<file path="src/rtl/pwm_fade_scheduler_if.sv">
// Fade command channel for pwm_fade_scheduler.
// A command transfers on a cycle where cmd_valid and cmd_ready are both high.
interface pwm_fade_scheduler_if #(
  parameter int LW = 8
);
  logic          cmd_valid;
  logic          cmd_ready;
  logic [2:0]    cmd_chan;
  logic [LW-1:0] cmd_target;
  logic [3:0]    cmd_step;

  // Command source side
  modport master (
    output cmd_valid,
    output cmd_chan,
    output cmd_target,
    output cmd_step,
    input  cmd_ready
  );

  // Scheduler side
  modport slave (
    input  cmd_valid,
    input  cmd_chan,
    input  cmd_target,
    input  cmd_step,
    output cmd_ready
  );
endinterface

</file>
<file path="src/rtl/pwm_fade_scheduler.sv">
// pwm_fade_scheduler: walks every PWM channel once per frame_tick and moves
// its current level one step toward its commanded target, emitting one
// registered level write per channel that changed.
// Optional feature: define PWM_FADE_READBACK_EN to build the rd_chan/rd_level
// current-level readback mux; otherwise rd_level is tied to 0.
module pwm_fade_scheduler #(
  parameter int NUM_CH = 7,
  parameter int LW     = 8
) (
  input  logic                 clk,
  input  logic                 reset,
  input  logic                 frame_tick,
  pwm_fade_scheduler_if.slave  cmd,
  output logic                 level_wr_en,
  output logic [2:0]           level_wr_chan,
  output logic [LW-1:0]        level_wr_data,
  output logic                 settled,
  output logic                 bad_chan,
  output logic                 overrun,
  input  logic [2:0]           rd_chan,
  output logic [LW-1:0]        rd_level
);

  typedef enum logic [0:0] {
    IDLE = 1'b0,
    SCAN = 1'b1
  } state_t;

  localparam logic [3:0] NUM_CH_W = 4'(NUM_CH);
  localparam logic [2:0] LAST_IDX = 3'(NUM_CH - 1);

  // Control state
  state_t        state_reg, state_next;
  logic [2:0]    idx_reg, idx_next;
  logic          pending_reg, pending_next;
  logic          overrun_reg, overrun_next;

  // Registered outputs
  logic          wr_en_reg, wr_en_next;
  logic [2:0]    wr_chan_reg, wr_chan_next;
  logic [LW-1:0] wr_data_reg, wr_data_next;
  logic          bad_chan_reg, bad_chan_next;
  logic          settled_reg, settled_next;

  // Per-channel fade state
  logic [LW-1:0] current_reg [NUM_CH];
  logic [LW-1:0] current_next[NUM_CH];
  logic [LW-1:0] target_reg  [NUM_CH];
  logic [LW-1:0] target_next [NUM_CH];
  logic [3:0]    step_reg    [NUM_CH];
  logic [3:0]    step_next   [NUM_CH];

  // Handshake
  logic cmd_ready_int;
  logic cmd_fire;
  logic chan_ok;

  // Channel under scan
  logic [LW-1:0] cur_sel;
  logic [LW-1:0] tgt_sel;
  logic [3:0]    stp_sel;
  logic [LW:0]   up_sum;
  logic [LW:0]   down_diff;
  logic [LW-1:0] ch_next;
  logic          ch_differs;

  logic [NUM_CH-1:0] eq_vec;

  // Commands are only taken while idle so targets never move under a scan.
  assign cmd_ready_int = (state_reg == IDLE) && !reset;
  assign cmd.cmd_ready = cmd_ready_int;
  assign cmd_fire      = cmd.cmd_valid && cmd_ready_int;
  assign chan_ok       = {1'b0, cmd.cmd_chan} < NUM_CH_W;

  // Step the indexed channel toward its target; the extra top bit keeps
  // overshoot and underflow visible so the result clamps instead of wrapping.
  always_comb begin
    cur_sel    = current_reg[idx_reg];
    tgt_sel    = target_reg[idx_reg];
    stp_sel    = step_reg[idx_reg];
    up_sum     = {1'b0, cur_sel} + {{(LW-3){1'b0}}, stp_sel};
    down_diff  = {1'b0, cur_sel} - {{(LW-3){1'b0}}, stp_sel};
    ch_differs = (cur_sel != tgt_sel);
    ch_next    = tgt_sel;
    if (stp_sel == 4'd0) begin
      ch_next = tgt_sel;
    end else if (cur_sel < tgt_sel) begin
      ch_next = (up_sum >= {1'b0, tgt_sel}) ? tgt_sel : up_sum[LW-1:0];
    end else if (down_diff[LW] || (down_diff[LW-1:0] <= tgt_sel)) begin
      ch_next = tgt_sel;
    end else begin
      ch_next = down_diff[LW-1:0];
    end
  end

  // Next-state of the per-channel registers: command writes target/step,
  // the scan writes current for the channel being processed.
  always_comb begin
    for (int i = 0; i < NUM_CH; i++) begin
      current_next[i] = current_reg[i];
      target_next[i]  = target_reg[i];
      step_next[i]    = step_reg[i];
      if (cmd_fire && (cmd.cmd_chan == 3'(i))) begin
        target_next[i] = cmd.cmd_target;
        step_next[i]   = cmd.cmd_step;
      end
      if ((state_reg == SCAN) && ch_differs && (idx_reg == 3'(i))) begin
        current_next[i] = ch_next;
      end
    end
  end

  // Per-channel "at target" flags, taken from next-state so settled lines up
  // with the write that completes a fade.
  generate
    for (genvar gi = 0; gi < NUM_CH; gi++) begin : g_eq
      assign eq_vec[gi] = (current_next[gi] == target_next[gi]);
    end
  endgenerate

  // Scan sequencing, tick pending/overrun tracking and output strobes.
  always_comb begin
    state_next    = state_reg;
    idx_next      = idx_reg;
    pending_next  = pending_reg;
    overrun_next  = overrun_reg;
    wr_en_next    = 1'b0;
    wr_chan_next  = wr_chan_reg;
    wr_data_next  = wr_data_reg;
    bad_chan_next = cmd_fire && !chan_ok;
    settled_next  = &eq_vec;

    case (state_reg)
      IDLE: begin
        idx_next = 3'd0;
        if (frame_tick) begin
          state_next = SCAN;
        end
      end
      SCAN: begin
        if (ch_differs) begin
          wr_en_next   = 1'b1;
          wr_chan_next = idx_reg;
          wr_data_next = ch_next;
        end
        if (idx_reg == LAST_IDX) begin
          idx_next = 3'd0;
          if (pending_reg || frame_tick) begin
            // Restart immediately; a tick landing alongside a pending one
            // becomes the new pending tick.
            state_next   = SCAN;
            pending_next = pending_reg && frame_tick;
          end else begin
            state_next = IDLE;
          end
        end else begin
          idx_next = idx_reg + 3'd1;
          if (frame_tick) begin
            if (pending_reg) begin
              overrun_next = 1'b1;
            end else begin
              pending_next = 1'b1;
            end
          end
        end
      end
      default: begin
        state_next = IDLE;
        idx_next   = 3'd0;
      end
    endcase
  end

  // Control and output registers.
  always_ff @(posedge clk) begin
    if (reset) begin
      state_reg    <= IDLE;
      idx_reg      <= 3'd0;
      pending_reg  <= 1'b0;
      overrun_reg  <= 1'b0;
      wr_en_reg    <= 1'b0;
      wr_chan_reg  <= 3'd0;
      wr_data_reg  <= '0;
      bad_chan_reg <= 1'b0;
      settled_reg  <= 1'b1;
    end else begin
      state_reg    <= state_next;
      idx_reg      <= idx_next;
      pending_reg  <= pending_next;
      overrun_reg  <= overrun_next;
      wr_en_reg    <= wr_en_next;
      wr_chan_reg  <= wr_chan_next;
      wr_data_reg  <= wr_data_next;
      bad_chan_reg <= bad_chan_next;
      settled_reg  <= settled_next;
    end
  end

  // Per-channel current/target/step storage.
  always_ff @(posedge clk) begin
    if (reset) begin
      for (int i = 0; i < NUM_CH; i++) begin
        current_reg[i] <= '0;
        target_reg[i]  <= '0;
        step_reg[i]    <= 4'd0;
      end
    end else begin
      for (int i = 0; i < NUM_CH; i++) begin
        current_reg[i] <= current_next[i];
        target_reg[i]  <= target_next[i];
        step_reg[i]    <= step_next[i];
      end
    end
  end

  assign level_wr_en   = wr_en_reg;
  assign level_wr_chan = wr_chan_reg;
  assign level_wr_data = wr_data_reg;
  assign settled       = settled_reg;
  assign bad_chan      = bad_chan_reg;
  assign overrun       = overrun_reg;

`ifdef PWM_FADE_READBACK_EN
  // Combinational readback of a channel's current level; out-of-range reads 0.
  always_comb begin
    rd_level = '0;
    for (int i = 0; i < NUM_CH; i++) begin
      if (rd_chan == 3'(i)) begin
        rd_level = current_reg[i];
      end
    end
  end
`else
  logic unused_rd_chan;
  assign unused_rd_chan = ^rd_chan;
  assign rd_level       = '0;
`endif

endmodule
</file>
<file path="src/flat_wrapper.sv">
// flat-port wrapper written by rule: the top's interface ports become plain ports
module pwm_fade_scheduler_flat 
#(
  parameter int NUM_CH = 7,
  parameter int LW     = 8
)
  (clk, reset, frame_tick, level_wr_en, level_wr_chan, level_wr_data, settled, bad_chan, overrun, rd_chan, rd_level, cmd_cmd_valid, cmd_cmd_chan, cmd_cmd_target, cmd_cmd_step, cmd_cmd_ready);
  pwm_fade_scheduler_if #(.LW(LW)) cmd_i ();
  input  logic clk;
  input  logic reset;
  input  logic frame_tick;
  output logic level_wr_en;
  output logic [2:0] level_wr_chan;
  output logic [LW-1:0] level_wr_data;
  output logic settled;
  output logic bad_chan;
  output logic overrun;
  input  logic [2:0] rd_chan;
  output logic [LW-1:0] rd_level;
  input wire logic [$bits(cmd_i.cmd_valid)-1:0] cmd_cmd_valid;
  input wire logic [$bits(cmd_i.cmd_chan)-1:0] cmd_cmd_chan;
  input wire logic [$bits(cmd_i.cmd_target)-1:0] cmd_cmd_target;
  input wire logic [$bits(cmd_i.cmd_step)-1:0] cmd_cmd_step;
  output wire logic [$bits(cmd_i.cmd_ready)-1:0] cmd_cmd_ready;
  assign cmd_i.cmd_valid = cmd_cmd_valid;
  assign cmd_i.cmd_chan = cmd_cmd_chan;
  assign cmd_i.cmd_target = cmd_cmd_target;
  assign cmd_i.cmd_step = cmd_cmd_step;
  assign cmd_cmd_ready = cmd_i.cmd_ready;
  pwm_fade_scheduler #(.NUM_CH(NUM_CH), .LW(LW)) u_core (.clk(clk), .reset(reset), .frame_tick(frame_tick), .cmd(cmd_i), .level_wr_en(level_wr_en), .level_wr_chan(level_wr_chan), .level_wr_data(level_wr_data), .settled(settled), .bad_chan(bad_chan), .overrun(overrun), .rd_chan(rd_chan), .rd_level(rd_level));
endmodule
</file>
<file path="config.mk">
export PLATFORM = sky130hd
export DESIGN_NAME = pwm_fade_scheduler_flat
export DESIGN_NICKNAME = d
export VERILOG_FILES = /design/src/rtl/pwm_fade_scheduler_if.sv /design/src/rtl/pwm_fade_scheduler.sv /design/src/flat_wrapper.sv
export SDC_FILE = /design/constraint.sdc
export NUM_CORES = 1
export LEC_CHECK = 0
export BUFFER_PORTS_ARGS = -buffer_cell sky130_fd_sc_hd__buf_2
export CAP_MARGIN = 20
export CORE_AREA = 3 3 161 163
export DETAILED_ROUTE_END_ITERATION = 7
export DIE_AREA = 0 0 164 166
export SYNTH_ARGS = -nofsm -noshare
export SYNTH_HDL_FRONTEND = slang
export SYNTH_SLANG_ARGS = --single-unit
</file>
<file path="constraint.sdc">
create_clock -name clk -period 10.68 [get_ports clk]
set_input_delay 0.534 -clock clk [delete_from_list [all_inputs] [get_ports clk]]
set_output_delay 0.534 -clock clk [all_outputs]
set_load 0.005 [all_outputs]
</file>
# Word-level counts from Yosys, hierarchy flattened

Memories as Yosys holds them, arrays and structs flattened. A register that Yosys moved wholly into a read port is not among the register bits.
Index checks and enable logic that the tools add are counted.

Add/subtract/negate cells: 3
$lt $le $gt $ge: 4
Equality and inequality tests: 28
Multiplexer cells: 62
Bitwise logic cells: 23
Reduce and logical (&&, ||, !) cells: 39

Operator list:

| kind                | number |
|---|---|
| $mux 8              | 32 |
| $eq 8x8->1          | 7 |
| $mux 4              | 14 |
| $or 1x1->1          | 21 |
| $logic_and 1x1->1   | 19 |
| $eq 3x3->1 const B  | 6 |
| $reduce_and 2->1    | 8 |
| $eq 3x2->1 const B  | 4 |
| $mux 3              | 4 |
| $mux 1              | 10 |
| $add 8x4->9         | 1 |
| $ge 9x8->1          | 1 |
| $sub 8x4->9         | 1 |
| $le 8x8->1          | 1 |
| $lt 8x8->1          | 1 |
| $ne 8x8->1          | 1 |
| $ne 1x1->1 const B  | 7 |
| $reduce_and 7->1    | 1 |
| $eq 3x1->1 const B  | 2 |
| $logic_not 3->1     | 2 |
| $pmux 3 s2          | 1 |
| $logic_not 4->1     | 1 |
| $reduce_and 4->1    | 1 |
| $add 3x1->3 const B | 1 |
| 9 further kinds     | 12 |

Register bits after elaboration: 20
RAM bits: 140
Input bits: 22
Output and inout port bits: 24
Word-level logic and storage cells: 171
Memories kept: 3

Memory list:

| memory             | depth | width | read ports | clocked after memory_dff | wr ports | line                     | text |
|---|---|---|---|---|---|---|---|
| u_core.current_reg | 7     | 8     | 8          | 1                        | 7        | pwm_fade_scheduler.sv:46 | `logic [LW-1:0] current_reg [NUM_CH];` |
| u_core.target_reg  | 7     | 8     | 8          | 1                        | 7        | pwm_fade_scheduler.sv:48 | `logic [LW-1:0] target_reg [NUM_CH];` |
| u_core.step_reg    | 7     | 4     | 1          | 1                        | 7        | pwm_fade_scheduler.sv:50 | `logic [3:0] step_reg [NUM_CH];` |

# Longest topological paths before layout

Gate-level depths: netlist (run 1).

Depth in word-level cells: 9
Depth in mapped cells: 31
Gate-level depth less buffers: 24

# Least setup slack after synthesis (run 1)

No wires, ideal clock.

Path kind: flip-flop to flip-flop
From: register u_core.idx_reg[0]
To: register u_core.settled_reg (netlist: u_core.settled)
Data arrival time: 7.350 ns
Slack: 3.270 ns
Cell stages (with the launch flop): 30
Cells stage by stage: dfxtp_1 > buf_6 > buf_6 > buf_4 > buf_2 > buf_2 > buf_1 > mux4_2 > nand2_1 > o21ai_0 > ha_1 > clkbuf_1 > or3b_2 > a31oi_1 > o21ai_0 > nand3b_1 > xnor2_1 > ha_1 > and3_1 > o21ai_0 > o21ai_0 > or4_1 > o22ai_2 > mux2_2 > mux2i_1 > xnor2_1 > nand2_1 > or4_1 > nor4_1 > a41o_1

Word-level cells in the longest chain between the ends: 5
Elaborated cells on any way between the ends: 29

Ends and longest elaborated chain:

| item                               | line                      | text |
|---|---|---|
| start: declaration                 | pwm_fade_scheduler.sv:34  | `logic [2:0] idx_reg, idx_next;` |
| start signal: assignment           | pwm_fade_scheduler.sv:188 | `idx_reg <= idx_next;` |
| $eq 3x1->1 (tied with other cells) | pwm_fade_scheduler.sv:107 | `if ((state_reg == SCAN) && ch_differs && (idx_reg == 3'(i))) begin` |
| $logic_and 1x1->1                  | pwm_fade_scheduler.sv:107 |  |
| $mux 8                             | pwm_fade_scheduler.sv:107 |  |
| $eq 8x8->1                         | pwm_fade_scheduler.sv:117 | `assign eq_vec[gi] = (current_next[gi] == target_next[gi]);` |
| $reduce_and 7->1 (*)               | pwm_fade_scheduler.sv:131 | `settled_next = &eq_vec;` |
| end signal: assignment             | pwm_fade_scheduler.sv:195 | `settled_reg <= settled_next;` |
| end: declaration                   | pwm_fade_scheduler.sv:43  | `logic settled_reg, settled_next;` |

Every way passes the cells marked *; elsewhere a longest branch is shown, timed or not.
A chain may end at the register's enable or synchronous reset.

# Worst setup path after layout (run 1)

Ends and elaborated chain as after synthesis.

==> results of run 1 <==
==> worst max-delay path, delay by kind of cell, from the launching register on <==
kind,cells,cell delay (ns)
mux,3,1.37
xor+xnor,2,0.46
buf+inv,1,0.53
compound gates,7,1.38
flops,1,0.68
simple gates,8,2.51
fa+ha+maj,2,0.79
==> power groups by stage <==
stage | combinational [µW] | clock (µW) | sequential, µW
finish | 612 | 635 | 654
CTS | 603 | 642 | 654
floorplan | 448 | 0 | 661
global route | 666 | 668 | 656
detailed placement | 600 | 0 | 668
global placement | 600 | 0 | 667
==> cell usage after synthesis (5+ instances only) <==
master / number
inv_1: 22
and2_1: 27
a31oi_1: 10
nand2_1: 94
a21oi_1: 59
and3_1: 8
nor2b_1: 16
mux2_2: 16
o21ai_0: 37
ha_1: 37
xnor2_1: 29
buf_4: 10
nor3_1: 19
buf_1: 8
a22oi_1: 8
o211ai_1: 11
mux2i_1: 87
nor4_1: 7
buf_2: 6
nand4_1: 5
edfxtp_1: 28
a221o_1: 5
a21o_1: 9
nand3_1: 22
xor2_1: 17
clkbuf_1: 56
dfxtp_1: 132
or2_2: 5
o22ai_1: 17
mux4_2: 20
a211oi_1: 27
nor2_1: 145
nand2b_1: 13
==> logic make-up after synthesis <==
family	Yosys count	synth area share, %
XOR/XNOR	46	4.12
multiplexers	128	16.0
buffers and inverters	108	4.92
AND/OR/NAND/NOR	386	18.5
other	1	0.0384
flip-flops	160	35.7
AO/OA/AOI/OAI	228	15.6
adder cells (fa/ha/maj)	39	5.15
==> through the flow <==
stage / utilization (%) / hold WS (ns) / power [µW]
final: 43.9 / 0.355 / 1900
after floorplan: - / 0.453 / 1110
after global placement: 41.4 / 0.444 / 1270
after global routing: 43.9 / 0.350 / 1990
after detailed placement: 41.4 / 0.446 / 1270
after CTS: 43.9 / 0.338 / 1900
==> cell type report <==
class                      instances  area, µm²  area share, %
inverter                          24       90.1          0.839
multi-input combinational        835       5840           54.4
clock buffer                      17        425           3.96
sequential                       160       3490           32.5
tap                              324        405           3.77
timing repair buffer              52        308           2.87
clock inverter                    15        180           1.68
==> layer usage <==
| layer | share of wire [%] | vias to the layer above | GRT usage, % | wire [µm] |
|---|---|---|---|---|
| met1 | 44 | 3938 | 32.5 | 14100 |
| met2 | 46 | 326 | 38.4 | 14900 |
| li1 | - | 3920 | - | - |
| met3 | 5.8 | 81 | 3.72 | 1870 |
| met4 | 4.1 | 0 | 9.93 | 1310 |
| met5 | 0 | - | 0 | 0 |
==> worst max path at each step <==
stage,from,to,cells past startpoint
finish,u_core.idx_reg[0],u_core.settled,23
global route,u_core.idx_reg[0],u_core.settled,23
CTS,u_core.idx_reg[0],u_core.settled,23
detailed placement,u_core.idx_reg[0],u_core.settled,23
global placement,u_core.idx_reg[0],u_core.settled,23
floorplan,u_core.idx_reg[0],u_core.settled,29
==> flow_summary.ini, run 1 <==
[setup_path]
rr_endpoint = u_core.settled
crit_slowest_cell = dfxtp_4
crit_fanout = 30
cpMostUsedCell = o21ai_0
crit_path_end_kind = flip-flop
cp-start-kind = flip-flop
arrival_ns = 8.21
reg2regPathDepth = 23
crit_path_cell_trace = buf_4 > mux4_2 > nand2_1 > o21ai_0 > ha_1 > or3b_2 > a31oi_1 > o21ai_0 > nand3b_1 > xnor2_1 > ha_1 > and3_1 > o21ai_0 > o21ai_0 > or4_1 > o22ai_2 > mux2_2 > mux2i_1 > xnor2_1 > nand2_1 > or4_1 > nor4_1 > a41o_1
rrSetupSlack_ns = 2.85
r2r-start = u_core.idx_reg[0]
worstSetupPathType = reg2reg
required_ns = 11.06
cpPeakStageDelay_ns = 0.68

[place]
dp.cells = 1395
place.gp.congestion = 0.985
place_area_um2 = 10100
portBuffers = 34
hpwl_mm = 23.1
place_ws_ns = 2.87

[detailed_routing]
drtIter0Drc = 839
drc_errors = 0
dr.pass1.iters = 5
ant_nets = 0
viasPerCell = 5.79
wire_per_inst_um = 22.6
wirelength_mm = 32.2
vias = 8265

[pwr]
sw_frac_of_total_pct = 37.5
p_leak_uw = 0.00403
p_int_uw = 1190
power_frac_seq_pct = 34.4
vdd_drop_max_v = 0.000118
p_sw_uw = 714
comb_power_share_pct = 32.2
power.density_nw_per_um2 = 177
clkPwrFrac_pct = 33.4

[clocking]
clockRootBuffer = clkbuf_16
cts_made_buffers = 17
cts_tree = done
post_cts_resize_count = 0
clock_path_buffers = 2
postCtsHoldBufs = 0
postCtsSetupBuffers = 0
cts_max_level = 4
clock_latency_ns = 0.45
clk_pin_slew_worst_paths_ns = 0.07
cts.sinks = 160

[min_path]
min_from = frame_tick
min_path_cells = 3
hp-class = in2reg
hold_end = u_core.state_reg

[run]
maxCapViolations = 0

[yosys]
synth_enable_flop_cells = 28
ys_seq_area_share_pct = 35.7
ys_ff_latch = 160
yosys-top-cells-area = dfxtp_1 (27%), mux2i_1 (8.9%), edfxtp_1 (8.6%)
syn_area_per_cell_um2 = 8.91
synth_flop_cell = dfxtp_1
ys_async_sr_fraction_pct = 0
ys_types = 78
ys_warn_count = 0
synth.top_cell.area_share_pct = 27.0
synthCells = 1096
synth_top_area_cell = dfxtp_1
synth_area_um2 = 9770

[layout]
stdcell_count = 1427
area_delta_synth_final_pct = 9.93
nets = 1151
nFillCells = 2414
antennaDiodeCount = 0
final_cell_mix = nor2_1 (143), dfxtp_1 (130), nand2_1 (94)
final_area_um2 = 10700
final_common_cell = nor2_1
drive_gt1_share_pct = 13.2

[sta]
fin_crit_ns = 7.83
hold_violations = 0
worst_slack_ns = 2.85
post-route-period-util_pct = 73.3
drv_slew = 0
skew_ns = 0.0169
slew_headroom_pct = 19.1
rsz0062_at_grt = false
setup_violations = 0
tns_ns = 0
worstMarginPinSlew_ns = 1.20
fmax_mhz = 128

[die]
coreArea_um2 = 24500
initial_core_util_pct = 39.9
die_w_um = 164
ios = 46
rows = 57
die_y_um = 166
die-area_um2 = 27200

[global_route]
antenna_found_initial = 0
grt_max_degree = 78
grt_pass1_vias = 8004
grt_usage_pct = 24.1
grt_pass1_wl_mm = 49.6
overflow = 0

[run_status]
outcome = finished clean
(Power assumes the default switching activity.)
==> run 2, diff against run 1 <==
==> constraint.sdc (replaced) <==
create_clock -name clk -period 6.6 [get_ports clk]
set_input_delay 0.33 -clock clk [delete_from_list [all_inputs] [get_ports clk]]
set_output_delay 0.33 -clock clk [all_outputs]
set_load 0.005 [all_outputs]
==> run 2 against run 1 <==
  * Cell area is 4.5% higher
  * Fmax is 23% higher
  * Worst setup slack worse by 2.6 ns
  * Critical path depth stayed put
  * Combinational power is 90% higher
  * Sequential share of layout area is 1.4 points lower
  * Die area stayed put
  * Global-route usage is 0.91 points higher
  * Critical path type unchanged
  * Highest routed layer unchanged
==> flow_summary.ini, run 2 (synthesis results as in run 1) <==
[run_status]
outcome = finished clean

[min_path]
hp-class = in2reg
min_from = frame_tick

[setup_path]
required_ns = 6.99
crit_path_cell_trace = buf_8 > mux4_2 > nand2_1 > o21ai_1 > ha_1 > or3b_2 > a31oi_2 > o21ai_1 > nand3b_1 > xnor2_2 > ha_1 > and3_1 > o21ai_0 > o21ai_1 > or4_4 > o22ai_4 > o211a_1 > buf_4 > a21oi_1 > a221o_1 > or4_1 > nor4_2 > a41o_1
crit_path_end_kind = flip-flop
cpMostUsedCell = o21ai_1
setup.worst_path.start = u_core.idx_reg[0]
r2r-start = u_core.idx_reg[0]
cpPeakStageDelay_ns = 0.59
crit_fanout = 11
worstSetupPathType = reg2reg
arrival_ns = 6.73
cp-start-kind = flip-flop
crit_slowest_cell = or4_4

[detailed_routing]
drtIter0Drc = 1049
dr.pass1.iters = 6
viasPerCell = 5.84
wire_per_inst_um = 23.0
drc_errors = 0
vias = 8647
ant_nets = 0
wirelength_mm = 34.1

[die]
initial_core_util_pct = 39.9
die_y_um = 166
coreArea_um2 = 24500
rows = 57
ios = 46
die_w_um = 164
die-area_um2 = 27200

[sta]
fmax_mhz = 158
worstMarginPinSlew_ns = 1.05
tns_ns = 0
fin_crit_ns = 6.34
setup_violations = 0
drv_slew = 0
slew_headroom_pct = 29.1
hold_violations = 0
post-route-period-util_pct = 96.1
skew_ns = 0.0106

[run]
maxCapViolations = 0

[clocking]
cts_made_buffers = 17
cts_max_level = 4
clock_latency_ns = 0.44
cts.sinks = 160
clockRootBuffer = clkbuf_16
clock_path_buffers = 2
clk_pin_slew_worst_paths_ns = 0.07
postCtsHoldBufs = 0
cts_tree = done

[layout]
antennaDiodeCount = 0
final_cell_mix = nor2_1 (144), dfxtp_1 (130), nand2_1 (94)
stdcell_count = 1481
area_delta_synth_final_pct = 14.9
final_common_cell = nor2_1
utilization_pct = 45.9
drive_gt1_share_pct = 18.2
nets = 1205

[global_route]
overflow = 0
grt_pass1_vias = 8266
grt_usage_pct = 25.0
grt_max_degree = 88
grt_pass1_wl_mm = 51.4
antenna_found_initial = 0

[pwr]
p_leak_uw = 0.00432
sw_frac_of_total_pct = 37.9
comb_power_share_pct = 36.2
vdd_drop_max_v = 0.000197
power.density_nw_per_um2 = 285
clkPwrFrac_pct = 30.8
p_sw_uw = 1210
p_int_uw = 1990
power_frac_seq_pct = 33.0

[place]
place.gp.congestion = 1.04
portBuffers = 34
hpwl_mm = 25.3
dp.cells = 1444
run 2: power groups by stage:
stage	clock, µW	combinational (µW)	sequential (µW)
3_3_place_gp	0	1090	1080
5_1_grt	1040	1240	1060
4_1_cts	996	1100	1060
3_5_place_dp	0	1090	1080
6_report	987	1160	1060
2_1_floorplan	0	744	1070
run 2: worst paths after layout:
path                        endpoint  slack, ns  depth (start not counted)
min                 u_core.state_reg       0.15                          3
min reg2reg  u_core.level_wr_data[6]       0.45                          2
max reg2reg           u_core.settled       0.26                         23
max                   u_core.settled       0.26                         23
run 2: cell type report:
type / count / area, µm²
Multi-Input combinational cell: 835 / 5920
Clock inverter: 15 / 163
Tap cell: 324 / 405
Sequential cell: 160 / 3490
Timing Repair Buffer: 106 / 733
Inverter: 24 / 90.1
Fill cell: 2388 / 13200
Clock buffer: 17 / 425
run 2: worst max-delay path, delay by kind of cell, from the launching register on:
| family | cells | cell delay (ns) |
|---|---|---|
| and+or+nand+nor | 7 | 2.29 |
| AOI/OAI and AO/OA | 10 | 1.79 |
| DFF | 1 | 0.45 |
| adders and majority gates | 2 | 0.65 |
| muxes | 1 | 0.51 |
| buffers and inverters | 2 | 0.40 |
| xor gates and xnor gates | 1 | 0.18 |
run 2: routing by layer:
layer / global-route usage, % / up-vias / part of all wire (%)
li1: - / 4019 / -
met1: 33.5 / 4150 / 43
met2: 39.9 / 385 / 46
met3: 3.99 / 93 / 6.6
met4: 10.6 / 0 / 4.4
met5: 0 / - / 0
run 2: timing repair:
action	in CTS	in global routing
endpoints found under the hold margin	0	0
setup buffers	0	5
resized for setup	0	15
setup endpoints to repair	0	1
run 2: metrics by stage:
step | hold slack (ns) | power, µW | setup WS, ns | area (µm²)
2_1_floorplan | 0.453 | 1810 | 0.0413 | 9850
3_3_place_gp | 0.444 | 2170 | 0.120 | 10500
3_5_place_dp | 0.448 | 2170 | 0.0727 | 10500
4_1_cts | 0.139 | 3150 | 0.0258 | 11100
5_1_grt | 0.159 | 3340 | -0.00949 | 11200
6_report | 0.151 | 3200 | 0.257 | 11200
